**src/rtl/acc_sequencer.sv**
```systemverilog
// acc_sequencer: runs a fixed-length accumulation of unsigned samples.
// A run is started with start/num_samples, clears the accumulator for one
// cycle, then adds num_samples accepted samples and pulses done.
//
// Handshake: a sample transfers on a rising edge where in_valid=1 and
// in_ready=1. in_ready depends only on the FSM state (high in ACCUM), never on
// in_valid. A producer may hold in_valid low to stall. An abort in the same
// cycle wins, and that sample is not added.
module acc_sequencer #(
    parameter int WORD_LENGTH = 8,
    parameter int SUM_LENGTH  = 16,
    parameter int COUNT_WIDTH = 4
) (
    input  logic                   clk,
    input  logic                   reset,
    input  logic                   start,
    input  logic                   abort,
    input  logic [COUNT_WIDTH-1:0] num_samples,
    input  logic                   in_valid,
    input  logic [WORD_LENGTH-1:0] in_data,
    output logic                   in_ready,
    output logic [SUM_LENGTH-1:0]  sum_out,
    output logic                   busy,
    output logic                   done,
    output logic                   overflow
);

    typedef enum logic [1:0] {
        S_IDLE  = 2'd0,
        S_CLEAR = 2'd1,
        S_ACCUM = 2'd2,
        S_DONE  = 2'd3
    } state_e;

    // state_q is kept as a named enum so checkers can bind to it directly.
    state_e                 state_q, state_d;
    logic [COUNT_WIDTH-1:0] remaining_q, remaining_d;
    logic [SUM_LENGTH-1:0]  sum_q, sum_d;
    logic                   ovf_q, ovf_d;
    logic [SUM_LENGTH:0]    add_w;

    // One extra bit captures the carry out of the wrapping add.
    assign add_w = {1'b0, sum_q} + {{(SUM_LENGTH + 1 - WORD_LENGTH){1'b0}}, in_data};

    // State and datapath registers; reset clears everything at once.
    always_ff @(posedge clk or negedge reset) begin
        if (!reset) begin
            state_q     <= S_IDLE;
            remaining_q <= '0;
            sum_q       <= '0;
            ovf_q       <= 1'b0;
        end else begin
            state_q     <= state_d;
            remaining_q <= remaining_d;
            sum_q       <= sum_d;
            ovf_q       <= ovf_d;
        end
    end

    // Next-state and datapath update for the run sequence.
    always_comb begin
        state_d     = state_q;
        remaining_d = remaining_q;
        sum_d       = sum_q;
        ovf_d       = ovf_q;
        case (state_q)
            S_IDLE: begin
                // A zero-length run is meaningless and is ignored.
                if (start && (num_samples != '0)) begin
                    state_d     = S_CLEAR;
                    remaining_d = num_samples;
                end
            end
            S_CLEAR: begin
                if (abort) begin
                    state_d = S_IDLE;
                end else begin
                    sum_d   = '0;
                    ovf_d   = 1'b0;
                    state_d = S_ACCUM;
                end
            end
            S_ACCUM: begin
                if (abort) begin
                    state_d = S_IDLE;
                end else if (in_valid) begin
                    sum_d       = add_w[SUM_LENGTH-1:0];
                    ovf_d       = ovf_q | add_w[SUM_LENGTH];
                    remaining_d = remaining_q - 1'b1;
                    if (remaining_q == COUNT_WIDTH'(1)) begin
                        state_d = S_DONE;
                    end
                end
            end
            S_DONE: begin
                state_d = S_IDLE;
            end
            default: begin
                state_d = S_IDLE;
            end
        endcase
    end

    // Status outputs decode the state alone so reset forces them low at once.
    assign in_ready = (state_q == S_ACCUM);
    assign busy     = (state_q == S_CLEAR) || (state_q == S_ACCUM);
    assign done     = (state_q == S_DONE);
    assign sum_out  = sum_q;
    assign overflow = ovf_q;

endmodule
```
**config.mk**
```make
export PLATFORM = sky130hd
export DESIGN_NAME = acc_sequencer
export DESIGN_NICKNAME = d
export VERILOG_FILES = /design/src/rtl/acc_sequencer.sv
export SDC_FILE = /design/constraint.sdc
export NUM_CORES = 1
export LEC_CHECK = 0
export CELL_PAD_IN_SITES_DETAIL_PLACEMENT = 0
export CELL_PAD_IN_SITES_GLOBAL_PLACEMENT = 2
export CORE_MARGIN = 5
export CORE_UTILIZATION = 32
export DETAILED_ROUTE_END_ITERATION = 7
export GPL_ROUTABILITY_DRIVEN = 0
export HOLD_SLACK_MARGIN = 0.08
export PLACE_DENSITY_LB_ADDON = 0.1
export SLEW_MARGIN = 20
export SYNTH_ARGS = -nofsm -noshare
export SYNTH_HDL_FRONTEND = slang
export SYNTH_SLANG_ARGS = --single-unit
```
**constraint.sdc**
```tcl
create_clock -name clk -period 5.4 [get_ports clk]
set_input_delay 0.54 -clock clk [delete_from_list [all_inputs] [get_ports clk]]
set_output_delay 0.54 -clock clk [all_outputs]
set_load 0.005 [all_outputs]
```
Word-level counts from Yosys, hierarchy flattened
Cells that the tools add are included.
W data, S select, Z words.
Storage, ports and cells
  word-level logic and storage cells: 44
  flip-flop bits (word level): 23
  output and inout port bits: 20
Cells by class
  $add $sub $neg: 2
  mux-type cells: 18
  equal/unequal tests: 10
  bitwise operators: 1
  reduce and logical (&&, ||, !) cells: 9
Operator list (number)
  $mux W16: 3
  $pmux W16 S2: 1
  $add A16 B8 Y17: 1
  $mux W4: 3
  $mux W2: 5
  $ne A2 B2 Y1 const B: 4
  $pmux W2 S4: 1
  $pmux W4 S2: 1
  $reduce_and A4 Y1: 2
  $eq A2 B2 Y1 const B: 2
  $eq A4 B1 Y1 const B: 1
  $reduce_bool A2 Y1: 2
  $reduce_bool A4 Y1: 1
  $sub A4 B1 Y4 const B: 1
  $mux W1: 3
  $ne A3 B2 Y1 const B: 1
  $ne A3 B3 Y1 const B: 1
  $reduce_and A3 Y1: 1
  $eq A2 B1 Y1 const B: 1
  $logic_not A2 Y1: 1
  $pmux W1 S2: 1
  $logic_and A1 B1 Y1: 1
  $logic_or A1 B1 Y1: 1
  $or A1 B1 Y1: 1

Depth between registers and ports, before layout
  word-level depth: 5
  depth in mapped cells: 8
  mapped depth without buffers: 8

Worst setup path after synthesis
No wires, ideal clock.
  kind: input to register
  from: input port in_data[0]
  to: register sum_q[12] (netlist: sum_out[12])
  library setup time: 0.127 ns
  stages on the path: 8
  buffers on the path: 0
  arrival: 2.128 ns
  path slack: 3.144 ns
  cells stage by stage: ha_1 inv_1 fa_1 nand2b_1 a21oi_1 o211a_1 nand4_1 mux2_1
Between the ends
  cells in the longest elaborated chain, start to end: 4
Ends and longest elaborated chain
  from (decl): RTL line 20  | input logic [WORD_LENGTH-1:0] in_data,
  $add A16 B8 Y17: RTL line 43  | assign add_w = {1'b0, sum_q} + {{(SUM_LENGTH + 1 - WORD_LENGTH){1'b0}}, in_data};
  $mux W16: RTL line 86  | end else if (in_valid) begin
  $mux W16: RTL line 84  | if (abort) begin
  $pmux W16 S2: RTL line 66  | case (state_q)
  to (signal assigned): RTL line 55  | sum_q <= sum_d;
  to (decl): RTL line 38  | logic [SUM_LENGTH-1:0] sum_q, sum_d;
No other way between the ends. The select of a mux whose other input is x is not followed.
A chain may end at the register's enable or synchronous reset.

Final worst setup path
Ends and elaborated chain as after synthesis.

==> impl_metrics.env <==
export IMPL_wire_per_inst_um=13.8
export IMPL_wl_met1_um=1780
export IMPL_cp_max_fo=5
export IMPL_cts_path_max_buffers=2
export IMPL_rsz0062_at_grt="false"
export IMPL_cts_buffers=3
export IMPL_cp_startpoint="in_data[0]"
export IMPL_status="completed"
export IMPL_drv_cap=0
export IMPL_async_flop_share_pct=100
export IMPL_worst_slew_pin_slew_ps=692
export IMPL_critical_path_class="in2reg"
export IMPL_nets=240
export IMPL_synth_ff_type="dfrtp_1"
export IMPL_syn_num_nets=201
export IMPL_num_vias=1361
export IMPL_area_delta_synth_final_pct=31.7
export IMPL_synth_cell_types=42
export IMPL_yosys_warnings=0
export IMPL_core_area_mm2=0.00472
export IMPL_grt_pass1_wl_um=6590
export IMPL_grt_pass1_vias=1371
export IMPL_setup_tns_final_ps=0
export IMPL_vias_per_cell=4.97
export IMPL_drc=0
export IMPL_netlist_top_cells_area="dfrtp_1, ha_1, o21ai_0"
export IMPL_grt_usage_pct=13.0
export IMPL_post_dp_cell_area_mm2=0.00199
export IMPL_syn_area_per_cell_um2=9.17
export IMPL_dr_max_layer_used="met4"
export IMPL_slew_headroom_pct=53.7
export IMPL_drive_gt1_share_pct=5.80
export IMPL_worstHoldPathCells=2
export IMPL_r2r_start="state_q[0]"
export IMPL_end_kind="flip-flop"
export IMPL_fmax_mhz=378
export IMPL_synth_top_area_share_pct=37.2
export IMPL_synth_seq_area_share_pct=37.2
export IMPL_post_cts_setup_buffers=0
export IMPL_syn_inst=169
export IMPL_fill_cells=490
export IMPL_netlist_area_mm2=0.00155
export IMPL_power_density_mw_per_mm2=369
export IMPL_antenna_left=0
export IMPL_crit_path_start_kind="input port"
export IMPL_dr_wl_met3_um=147
export IMPL_cts_tree="yes"
export IMPL_synth_edf_count=0
export IMPL_grt_max_degree=24
export IMPL_hold_violations=0
export IMPL_rr_worst_depth=7
export IMPL_path_clk_slew_ps=90
export IMPL_dieArea_mm2=0.00633
export IMPL_peakVddDrop_v=0.000146
export IMPL_finalClockSkew_ps=2.20
export IMPL_final_max_slew_viol_count=0
export IMPL_dieWidth_um=79.6
export IMPL_min_period_ps=2650
export IMPL_drtIter0Drc=31
export IMPL_crit_arrival_ps=2800
export IMPL_cts_hold_buffers=0
export IMPL_firstDrtPassIters=4
export IMPL_ios=37
export IMPL_rows=25
export IMPL_wl_um=3790
export IMPL_synth_top_cell_by_area="dfrtp_1"
export IMPL_hp_start="sum_out[3]"
export IMPL_start_util_pct=32.8
export IMPL_synth_ff_latch_count=23
export IMPL_dp_hpwl_um=3010
export IMPL_cts_root_buf="clkbuf_8"
export IMPL_htree_levels=1
export IMPL_antenna_found_initial=0
export IMPL_insertedDiodeCount=0
export IMPL_hold_path_class="reg2reg"
export IMPL_cts_resized=0
export IMPL_io_buffers=36
export IMPL_numPlacedInstances=270
export IMPL_min_period_over_period_pct=49.0
export IMPL_p_leak_nw=0.893
export IMPL_setup_viol=0
export IMPL_design_area_mm2=0.00204
export IMPL_grt_overflow=0
export IMPL_worst_ep_required_time_ps=5550
export IMPL_numClockSinks=23
export IMPL_die_y_um=79.6
export IMPL_clock_latency_ps=270
export IMPL_fin_cells=274
export IMPL_dr_wl_met2_um=1830
-- path summary, 6_finish.rpt --
| path | to | slack (ps) |
|---|---|---|
| setup / recovery | sum_out[12] | 2750 |
| hold / removal | sum_out[3] | 520 |
| max in group asynchronous | remaining_q[0] | 4520 |
| hold reg to reg | sum_out[3] | 520 |
| min in group asynchronous | sum_out[5] | 630 |
| setup reg to reg | sum_out[12] | 2940 |
-- cell type report --
class / count / area, um2 / share of cell area, %
Timing Repair Buffer: 37 / 368 / 18.0
Sequential cell: 23 / 576 / 28.2
Multi-Input combinational cell: 132 / 926 / 45.4
Tap cell: 67 / 83.8 / 4.11
Inverter: 11 / 41.3 / 2.02
Clock buffer: 4 / 45.0 / 2.21
-- logic make-up after synthesis --
logic type,share of synthesized area [%]
AND/OR/NAND/NOR,20.1
AO/OA/AOI/OAI,20.0
flip-flops,37.2
adder cells (fa/ha/maj),12.6
buffers and inverters,3.39
XOR/XNOR,3.39
multiplexers,3.39
-- report_power, final --
part           switching [mW]  leakage [nW]  internal, mW
logic                   0.203         0.563         0.181
registers              0.0404         0.307         0.216
clock network          0.0591        0.0228        0.0528
-- synth_stat cells, drive strengths merged (3+ instances only) --
cell	instances
dfrtp	23
clkbuf	3
or3	3
nand2	16
nand3	7
inv	11
nand2b	5
nor2	13
a21o	4
xor2	6
o211ai	4
nor2b	4
mux2i	3
a21oi	12
ha	14
o21ai	15
-- critical path: stages --
cell	delay, ps
clkdlybuf4s50_1	460
ha_1	190
inv_1	60
fa_1	370
nand2b_1	190
a21oi_1	240
o211a_1	280
nand4_1	130
mux2_1	330
-- routing by layer --
metal / vias to the layer above / global-route usage [%]
met4: 0 / 3.09
met5: - / 0
met1: 650 / 17.1
met3: 4 / 2.26
met2: 24 / 22.0
li1: 683 / -
-- stage by stage --
step | hold WS [ps] | worst slack (ps) | power (mW) | util (%)
after CTS | 528 | 2720 | 0.765 | 43.2
after floorplan | 244 | 3140 | 0.502 | -
after detailed placement | 503 | 2430 | 0.651 | 42.2
final | 519 | 2750 | 0.752 | 43.2
after global routing | 561 | 2590 | 0.825 | 43.2
after global placement | 483 | 2520 | 0.638 | 42.1
-- layout by cell type, fill, tap and decap left out, types with 2 or more instances in the layout --
cell type | Yosys | layout
clkbuf_8 | 0 | 3
a221oi_1 | 2 | 2
nand2b_1 | 5 | 5
inv_1 | 11 | 11
nand3_1 | 7 | 7
o21ai_0 | 14 | 14
clkdlybuf4s50_1 | 0 | 36
o211ai_1 | 3 | 3
nor2_1 | 12 | 12
nor3b_2 | 1 | 2
a21o_1 | 4 | 4
dfrtp_1 | 23 | 23
nand2_1 | 16 | 16
a21oi_1 | 12 | 12
or3_1 | 3 | 3
mux2i_1 | 3 | 3
nand3b_1 | 2 | 2
nor2b_1 | 4 | 4
ha_1 | 14 | 14
xor2_1 | 6 | 6
a31oi_1 | 2 | 2
-- flip-flops by register name, indices dropped and copies added (netlist names) --
| register | cells |
|---|---|
| overflow | 1 |
| sum_out | 16 |
| state_q | 2 |
| remaining_q | 4 |
No activity file was read; power rests on OpenSTA's default activity.
==> RTL edit: new RTL, same settings <==
Change the parameter `COUNT_WIDTH` from 4 to 5.
--- a/src/rtl/acc_sequencer.sv
+++ b/src/rtl/acc_sequencer.sv
@@ -9,7 +9,7 @@
 module acc_sequencer #(
     parameter int WORD_LENGTH = 8,
     parameter int SUM_LENGTH  = 16,
-    parameter int COUNT_WIDTH = 4
+    parameter int COUNT_WIDTH = 5
 ) (
     input  logic                   clk,
     input  logic                   reset,
Interface: changed (resized num_samples); port bits go from 37 to 38. No check against the original RTL was run, so the function may have changed too.
==> RTL edit against the original RTL <==
  * Routed wire length increased by 5.5%
  * Total power grew 8.6%
  * Register-to-register slack about the same
  * Worst setup slack worse by 0.0035 ns
  * Final area increased by 5.5%
  * Synthesized area rose by 7.8%
  * Hold slack got worse by 0.026 ns
  * Critical path depth unchanged
  * Sequential cell count increased by 1
==> RTL edit: results (changes against the original RTL) <==
- Outcome: finished clean
- Final #Nets: 255 (+6.3%)
- Sequential share of cell area: 0.279 (-0.00298)
- Worst voltage drop across the vdd grid: 0.153 mV (+4.8%)
- Maximum number of pins on one net before global-route repair: 25 (+4.2%)
- Non-clk invs: 9 (-2)
- Adder-cell share of the synthesized area: 0.117 (-0.00916)
- Share of the final layout cell area in multi-input gates: 0.469 (+0.0155)
- Number of multi-input logic gates: 146 (+11%)
- Post-synthesis mux area share: 0.0240 (-0.00996)
- Skew final: 0.00247 ns (+0.000272 ns)
- Final cell utilization of the core: 0.424 (-0.00797)
- Number of input and output port buffers inserted: 37 (+2.8%)
- Number of nets in the synthesized netlist: 217 (+8.0%)
- Comb pwr: 0.434 mW (+13%)
- Number of fill cells: 539 (+10%)
- Post-place setup slack: 2.46 ns (+0.0277 ns)
- Crit Path Max Fanout: 8 (+3)
- Static power due to leakage: 0.884 nW (-1.1%)
- Average wire per cell in the routed design: 13.8 um (-0.28%)
- Data buffer area share: 0.176 (-0.00468)
- Register-to-register setup slack: 2.95 ns (about the same)
- Largest delay share family, worst path: simple AND/OR/NAND/NOR gates
- Number of violations reported at the end of detailed-routing iteration 0: 51 (+65%)
- XOR/XNOR share of the synthesized area: 0.0419 (+0.00802)
- Cells after Synth: 184 (+8.9%)
- Proportion of layout cells with a drive suffix above 1: 0.0591 (+0.00112)
- Die span in x: 82.3 um (+3.4%)
- Cells taking the most area after synthesis: sky130_fd_sc_hd__dfrtp_1 (36%), sky130_fd_sc_hd__ha_1 (10%), sky130_fd_sc_hd__o21ai_0 (5.1%)
- Proportion of total power due to net switching: 0.407 (+0.00486)
- Non-clock buffer count: 38 (+2.7%)
- Number of vias after detailed routing: 1,468 (+7.9%)
- Number of cells after detailed placement: 287 (+6.3%)
- Commonest cells in the synthesized netlist: sky130_fd_sc_hd__dfrtp_1 (24), sky130_fd_sc_hd__nand2_1 (20), sky130_fd_sc_hd__o21ai_0 (17)
- Data arrival, critical path: 2.84 ns (+0.04 ns)
- Detail-routed via count per cell: 5.06 (+1.9%)
- Global-route wire length before repair: 6760 um (+2.6%)
- Area fraction in compound gates after synthesis: 0.198 (-0.00176)
- Post-route met1 wirelength: 1860 um (+4.6%)
- Sequential element share of the synthesized area: 0.360 (-0.0120)
-- RTL edit: cell count changes after synthesis, moves of 3 or more --
cell	before	now
sky130_fd_sc_hd__nor2b_1	4	1
sky130_fd_sc_hd__o21ai_0	14	17
sky130_fd_sc_hd__nand3b_1	2	5
sky130_fd_sc_hd__or3_1	3	6
sky130_fd_sc_hd__nand2_1	16	20
sky130_fd_sc_hd__o211ai_1	3	7
sky130_fd_sc_hd__a21o_1	4	1
-- RTL edit: path summary, 6_finish.rpt --
kind,start,to,cells after the start
min in group asynchronous,reset,sum_out[11],2
hold / removal,overflow,overflow,1
setup / recovery,in_data[0],sum_out[10],9
hold reg to reg,overflow,overflow,1
setup reg to reg,state_q[0],sum_out[13],7
max in group asynchronous,reset,remaining_q[0],2
-- RTL edit: per-layer routing --
metal / global-route usage / vias to the layer above
met5: 0 / -
met4: 0.0299 / 0
met3: 0.0217 / 2
met2: 0.222 / 26
met1: 0.164 / 709
li1: - / 731
